--- src/rtl/pipeline_stall_ctrl.sv ---
// Pipeline hazard/stall controller: load-use bubbles, branch flushes and
// data-memory wait stalls with a timeout trap, plus saturating statistics.
module pipeline_stall_ctrl #(
  parameter int TIMEOUT = 1000
) (
  input  logic        clk_i,
  input  logic        rst_i,
  input  logic [4:0]  ID_RS1_i,
  input  logic [4:0]  ID_RS2_i,
  input  logic [4:0]  ID_EX_Rd_i,
  input  logic        ID_EX_MemRead_i,
  input  logic        Branch_taken_i,
  input  logic        EX_MEM_MemReq_i,
  input  logic        dmem_ack_i,
  input  logic        clr_cnt_i,
  output logic        PC_Write_o,
  output logic        IF_ID_Write_o,
  output logic        NoOp_o,
  output logic        IF_ID_Flush_o,
  output logic        Pipe_Stall_o,
  output logic        timeout_o,
  output logic [15:0] stall_cnt_o,
  output logic [15:0] flush_cnt_o
);

  localparam int CW = (TIMEOUT > 1) ? $clog2(TIMEOUT) : 1;
  localparam logic [CW-1:0] WAIT_LIM = CW'(TIMEOUT - 1);

  typedef enum logic [1:0] {IDLE, MEM_WAIT, ERROR} state_t;

  state_t        state, state_nxt;
  logic [CW-1:0] wait_cnt, wait_cnt_nxt;
  logic          hazard, memstall;
  logic          pc_wr, ifid_wr, noop, flush;

  assign hazard = ID_EX_MemRead_i && (ID_EX_Rd_i != 5'd0) &&
                  ((ID_EX_Rd_i == ID_RS1_i) || (ID_EX_Rd_i == ID_RS2_i));

  always_comb begin
    state_nxt    = state;
    wait_cnt_nxt = wait_cnt;
    memstall     = 1'b0;
    case (state)
      IDLE: begin
        // An ack in the request cycle is a zero-wait access.
        if (EX_MEM_MemReq_i && !dmem_ack_i) begin
          memstall     = 1'b1;
          state_nxt    = MEM_WAIT;
          wait_cnt_nxt = '0;
        end
      end
      MEM_WAIT: begin
        if (dmem_ack_i) begin
          state_nxt = IDLE;
        end else begin
          memstall = 1'b1;
          if (wait_cnt == WAIT_LIM) state_nxt = ERROR;
          else                      wait_cnt_nxt = wait_cnt + CW'(1);
        end
      end
      ERROR:   memstall = 1'b1;
      default: state_nxt = IDLE;
    endcase
  end

  always_comb begin
    pc_wr   = 1'b1;
    ifid_wr = 1'b1;
    noop    = 1'b0;
    flush   = 1'b0;
    if (memstall) begin
      pc_wr   = 1'b0;
      ifid_wr = 1'b0;
    end else if (hazard) begin
      // A taken branch here is dropped; it re-resolves once the bubble clears.
      pc_wr   = 1'b0;
      ifid_wr = 1'b0;
      noop    = 1'b1;
    end else if (Branch_taken_i) begin
      flush   = 1'b1;
    end
  end

  // Reset forces every control output low regardless of the clock.
  assign PC_Write_o    = rst_i & pc_wr;
  assign IF_ID_Write_o = rst_i & ifid_wr;
  assign NoOp_o        = rst_i & noop;
  assign IF_ID_Flush_o = rst_i & flush;
  assign Pipe_Stall_o  = rst_i & memstall;

  always_ff @(posedge clk_i or negedge rst_i) begin
    if (!rst_i) begin
      state     <= IDLE;
      wait_cnt  <= '0;
      timeout_o <= 1'b0;
    end else begin
      state     <= state_nxt;
      wait_cnt  <= wait_cnt_nxt;
      if ((state == MEM_WAIT) && (state_nxt == ERROR)) timeout_o <= 1'b1;
    end
  end

  always_ff @(posedge clk_i or negedge rst_i) begin
    if (!rst_i) begin
      stall_cnt_o <= '0;
      flush_cnt_o <= '0;
    end else if (clr_cnt_i) begin
      stall_cnt_o <= '0;
      flush_cnt_o <= '0;
    end else begin
      if ((Pipe_Stall_o || NoOp_o) && (stall_cnt_o != 16'hFFFF))
        stall_cnt_o <= stall_cnt_o + 16'd1;
      if (IF_ID_Flush_o && (flush_cnt_o != 16'hFFFF))
        flush_cnt_o <= flush_cnt_o + 16'd1;
    end
  end

endmodule
--- config.mk ---
export PLATFORM = sky130hd
export DESIGN_NAME = pipeline_stall_ctrl
export DESIGN_NICKNAME = d
export VERILOG_FILES = /design/src/rtl/pipeline_stall_ctrl.sv
export SDC_FILE = /design/constraint.sdc
export NUM_CORES = 1
export LEC_CHECK = 0
export ABC_AREA = 1
export CAP_MARGIN = 20
export CORE_ASPECT_RATIO = 0.8
export CORE_MARGIN = 3
export CORE_UTILIZATION = 30
export DETAILED_ROUTE_END_ITERATION = 12
export GPL_TIMING_DRIVEN = 0
export SLEW_MARGIN = 20
export SYNTH_ARGS = -nofsm -noshare
export SYNTH_HDL_FRONTEND = slang
export SYNTH_SLANG_ARGS = --single-unit
--- constraint.sdc ---
create_clock -name clk_i -period 4.7 [get_ports clk_i]
set_input_delay 1.175 -clock clk_i [delete_from_list [all_inputs] [get_ports clk_i]]
set_output_delay 1.175 -clock clk_i [all_outputs]
set_load 0.005 [all_outputs]
## Word-level counts from Yosys, hierarchy flattened

Index checks and enable logic that the tools add are counted.

- $add $sub $neg: 3
- $mul: 0
- Divide/modulo/power cells: 0
- Order comparisons: 0
- Equality and inequality tests: 11
- Shift-type cells: 0
- Multiplexer cells: 22
- Bitwise operators: 4
- Reduce and logical (&&, ||, !) cells: 15

Operator list:

| cell | number |
|---|---|
| $mux W16 | 4 |
| $add A16 B1 Y16 const B | 2 |
| $ne A16 B16 Y1 const B | 2 |
| $mux W10 | 3 |
| $pmux W10 S2 | 1 |
| $add A10 B1 Y10 const B | 1 |
| $eq A10 B10 Y1 const B | 1 |
| $eq A5 B5 Y1 | 2 |
| $mux W1 | 9 |
| $logic_and A1 B1 Y1 | 6 |
| $mux W2 | 3 |
| $ne A2 B2 Y1 const B | 3 |
| $pmux W2 S3 | 1 |
| $reduce_bool A2 Y1 | 3 |
| $reduce_bool A5 Y1 | 1 |
| $and A1 B1 Y1 | 4 |
| $eq A2 B2 Y1 const B | 2 |
| $reduce_and A4 Y1 | 1 |
| $pmux W1 S3 | 1 |
| $eq A2 B1 Y1 const B | 1 |
| $logic_not A2 Y1 | 1 |
| $logic_or A1 B1 Y1 | 2 |
| $logic_not A1 Y1 | 1 |

- Register bits after elaboration: 45
- Latch bits: 0
- Memory bits (writable): 0
- Bits in read-only memories: 0
- Input bits: 22
- Output and inout bits: 38
- Logic and storage cells: 60
- Memories kept: 0

## Logic depth before layout (Yosys ltp)

- Word-level depth: 10
- Depth in mapped cells: 12
- Gate-level depth less buffers: 12

## Worst setup path after synthesis

OpenSTA, ideal clock, no wires.

- Path kind: in2out
- From: in ID_EX_Rd_i[3]
- To: out PC_Write_o
- Arrival time: 1.896 ns
- Data required time: 3.525 ns
- Slack: 1.629 ns
- Stages on the path: 10
- Path buffers: 1
- Path through: inv_1 -> nand2_1 -> nand2_1 -> nor2_1 -> nand3_1 -> nand2_1 -> nand2_1 -> nand2_1 -> inv_1 -> buf_4

- Cells in the longest elaborated chain, start to end: 6
- Elaborated cells between the ends (all ways): 9
- Those cells by class: eq/ne: 2; mux: 2; bitwise: 1; reduce/logical: 4

Ends and longest elaborated chain:

| what | line | text |
|---|---|---|
| from (decl) | 10 | `input logic [4:0] ID_EX_Rd_i,` |
| $eq A5 B5 Y1 / $reduce_bool A5 Y1 (equally long branches) | 37, 36 |  |
| $logic_or A1 B1 Y1 / $logic_and A1 B1 Y1 (equally long branches) | 37, 36 |  |
| $logic_and A1 B1 Y1 (*) | 36 | `assign hazard = ID_EX_MemRead_i && (ID_EX_Rd_i != 5'd0) &&` |
| $mux W1 (*) (2 in a row) | n/a |  |
| $and A1 B1 Y1 (*) | n/a |  |
| to (decl) | 16 | `output logic PC_Write_o,` |

Every way passes the cells marked *; elsewhere a longest branch is shown, timed or not.

## Worst setup path after layout

- From: in ID_EX_Rd_i[3]
- To: out PC_Write_o

- Cells in the longest elaborated chain, start to end: 6
- Elaborated cells between the ends (all ways): 9
- Those cells by class: eq/ne: 2; mux: 2; bitwise: 1; reduce/logical: 4

Ends and longest elaborated chain:

| what | line | text |
|---|---|---|
| $eq A5 B5 Y1 / $reduce_bool A5 Y1 (equally long branches) | 37, 36 |  |
| $logic_or A1 B1 Y1 / $logic_and A1 B1 Y1 (equally long branches) | 37, 36 |  |
| $logic_and A1 B1 Y1 (*) | 36 |  |
| $mux W1 (*) | 74 | `end else if (hazard) begin` |
| $mux W1 (*) | 71 | `if (memstall) begin` |
| $and A1 B1 Y1 (*) | 85 | `assign PC_Write_o = rst_i & pc_wr;` |

Marks and branches as above.

==> impl_metrics.env <==
export IMPL_dp_cells=631
export IMPL_area_growth_pct=31.3
export IMPL_cts_tree="done"
export IMPL_final_util_pct=41.0
export IMPL_numCtsBuffers=5
export IMPL_ys_ff_latch=45
export IMPL_grt_ovfl_total=0
export IMPL_synth_most_common_cell="nand2_1"
export IMPL_max_slew_margin_rel_pct=66.2
export IMPL_rsz0062_at_grt="false"
export IMPL_cts_hold_buf=0
export IMPL_antenna_left=0
export IMPL_clk_pin_slew_worst_paths_ps=70
export IMPL_total_power_mw=0.952
export IMPL_reg2reg_slack_ps=2750
export IMPL_cts_sinks=45
export IMPL_antenna_found_initial=0
export IMPL_cp_common_cell="nand2_1"
export IMPL_register_area_um2=1130
export IMPL_place_ws_ps=518
export IMPL_cts_resized=0
export IMPL_insertion_delay_ps=290
export IMPL_hp_class="reg2reg"
export IMPL_syn_inst=436
export IMPL_worstMarginPinSlew_ps=507
export IMPL_ys_async_sr_fraction_pct=100
export IMPL_start_kind="input port"
export IMPL_max_vdd_ir_drop_v=0.000132
export IMPL_clock_fmax_mhz=240
export IMPL_post_dp_hpwl_um=6040
export IMPL_row_count=32
export IMPL_die_area_um2=11500
export IMPL_yosysTopAreaCellShare_pct=36.7
export IMPL_clockBufferDepth=2
export IMPL_htreeDepth=2
export IMPL_fin_ws_ps=540
export IMPL_reg2reg_from="stall_cnt_o[0]"
export IMPL_synth_area_leaders="dfrtp_1, nand2_1, nand3_1, inv_1, nor2_1"
export IMPL_first_global_vias=2775
export IMPL_nets=527
export IMPL_n_fill_cell=993
export IMPL_critPathMaxFanout=3
export IMPL_avgSynthCellArea_um2=7.03
export IMPL_dr_pass1_iters=4
export IMPL_grt_pass1_wl_um=13400
export IMPL_root_buffer="clkbuf_16"
export IMPL_n_antenna_cell=0
export IMPL_synth_distinct_cells=32
export IMPL_reg2regPathDepth=9
export IMPL_drcViolationCount=0
export IMPL_powerDensity_nw_per_um2=237
export IMPL_setup_violations=0
export IMPL_drive_gt1_share_pct=7.95
export IMPL_critPathSlowestCell="clkdlybuf4s50_1"
export IMPL_vias_per_cell=4.65
export IMPL_die_h_um=96.4
export IMPL_yosys_area_top_type="dfrtp_1"
export IMPL_yosys_top_cells_count="nand2_1, inv_1, nand3_1"
export IMPL_cap_violations=0
export IMPL_io_buffers=58
export IMPL_hold_path_startpoint="timeout_o"
export IMPL_critPathTopFamily="buffers and inverters"
export IMPL_end_kind="primary output"
export IMPL_p_leak_nw=1.99
export IMPL_min_period_ps=4160
export IMPL_post_cts_setup_buffers=0
export IMPL_cp_arrival_ps=2980
export IMPL_num_vias=2971
export IMPL_dpl_instance_area_um2=3830
export IMPL_drtIter0Drc=190
export IMPL_die_x_um=119
export IMPL_maxSlewViolCount=0
export IMPL_finalNonFillerCells=639
export IMPL_synth_edf_count=0
export IMPL_r2r_end="stall_cnt_o[9]"
export IMPL_outcome="finished clean"
export IMPL_wl_per_cell_um=12.4
export IMPL_path_class="in2out"
export IMPL_hold_depth=2
export IMPL_coreArea_um2=9810
export IMPL_design_area_um2=4030
export IMPL_yosysWarnings=0
export IMPL_wl_um=7920
export IMPL_finalClockSkew_ps=4.03
export IMPL_grt_max_degree=30
export IMPL_crit_chain="clkdlybuf4s50_1 -> inv_1 -> nand2_1 -> nand2_1 -> nor2_1 -> nand3_1 -> nand2_1 -> nand2_1 -> nand2_1 -> inv_1 -> buf_4 -> clkdlybuf4s50_1"
export IMPL_max_stage_delay_ps=510
export IMPL_multi_input_area_um2=1630
export IMPL_syn_area_um2=3070
export IMPL_hold_viol_final=0
export IMPL_synthesis_nets=461
export IMPL_seq_area_frac_synth_pct=36.7
export IMPL_synth_ff_type="dfrtp_1"
export IMPL_pin_count=60
export IMPL_cp_required_ps=3520
export IMPL_path_buf_inv=5
export IMPL_initial_core_util_pct=31.3
export IMPL_gp_congestion=0.902
export IMPL_hold_path_end="timeout_o"
export IMPL_track_usage_pct=14.1
export IMPL_timing_final_crit_share_pct=88.5
==> layer usage <==
| layer | vias up | GRT usage, % | wire length, µm |
|---|---|---|---|
| li1 | 1533 | - | - |
| met1 | 1354 | 20.8 | 4020 |
| met2 | 80 | 21.4 | 3470 |
| met3 | 4 | 2.74 | 401 |
| met4 | 0 | 2.80 | 31 |
| met5 | - | 0 | 0 |
==> logic make-up after synthesis <==
group	share of synthesized area, %
XOR/XNOR	6.28
AND/OR/NAND/NOR	41.8
adder cells (fa/ha/maj)	1.22
buffers and inverters	10.2
AO/OA/AOI/OAI	3.75
flip-flops	36.7
==> sequential cells by signal (all words and copies together), names as in the netlist <==
signal       count
flush_cnt_o     16
stall_cnt_o     16
wait_cnt        10
state            2
timeout_o        1
==> stage by stage <==
stage / hold slack, ps / TNS [ps]
2_1_floorplan: 458 / 0
3_3_place_gp: 452 / -4450
3_5_place_dp: 455 / 0
4_1_cts: 473 / 0
5_1_grt: 493 / 0
6_report: 469 / 0
==> layout make-up <==
cell class	count	area share, %
plain buffers	14	1.99
clock buffers	5	3.11
clock inverters	3	1.71
inverters	62	5.78
multi-input cells	315	40.4
flip-flops and latches	45	28.0
well taps	136	4.23
repair buffers	59	14.8
==> placed cells by master, fill, tap and decap left out, types with 2 or more instances in the layout <==
| cell | count |
|---|---|
| dfrtp_1 | 45 |
| buf_2 | 5 |
| nor3_1 | 10 |
| nand4_4 | 2 |
| clkdlybuf4s50_1 | 57 |
| buf_6 | 2 |
| o21ai_0 | 10 |
| xnor2_1 | 5 |
| clkbuf_1 | 6 |
| xor2_1 | 17 |
| nand2_4 | 2 |
| a21oi_1 | 6 |
| inv_1 | 58 |
| nor4_1 | 2 |
| nand2_2 | 3 |
| nand3_2 | 5 |
| nand4_1 | 27 |
| buf_4 | 2 |
| ha_1 | 3 |
| nand2_1 | 116 |
| nand3_1 | 49 |
| inv_2 | 4 |
| nor2_4 | 3 |
| clkbuf_16 | 5 |
| nor2_1 | 46 |
| bufinv_16 | 2 |
==> worst register-to-register path: stages (launching register included) <==
cell,delay [ps]
dfrtp_1,470
ha_1,240
nand3_2,140
nor2_4,160
nand3_2,120
nor2_4,120
nand4_4,160
buf_2,250
nand4_1,120
nand2_1,60
==> worst max path at each step <==
stage                          to     startpoint  slack, ps  cells past startpoint
finish                 PC_Write_o  ID_EX_Rd_i[3]        540                     12
global route           PC_Write_o  ID_EX_Rd_i[3]        350                     12
CTS                    PC_Write_o  ID_EX_Rd_i[3]        520                     12
detailed placement     PC_Write_o  ID_EX_Rd_i[3]        520                     12
global placement    IF_ID_Flush_o          rst_i      -1010                      6
floorplan              PC_Write_o  ID_EX_Rd_i[3]       1630                     10
==> power by group <==
part           leakage, nW  internal (mW)  switching, mW
clock               0.0944          0.307          0.158
combinational         1.32         0.0407         0.0482
sequential           0.578          0.392        0.00666
total                 1.99          0.739          0.213
No activity file was read; power rests on OpenSTA's default activity.
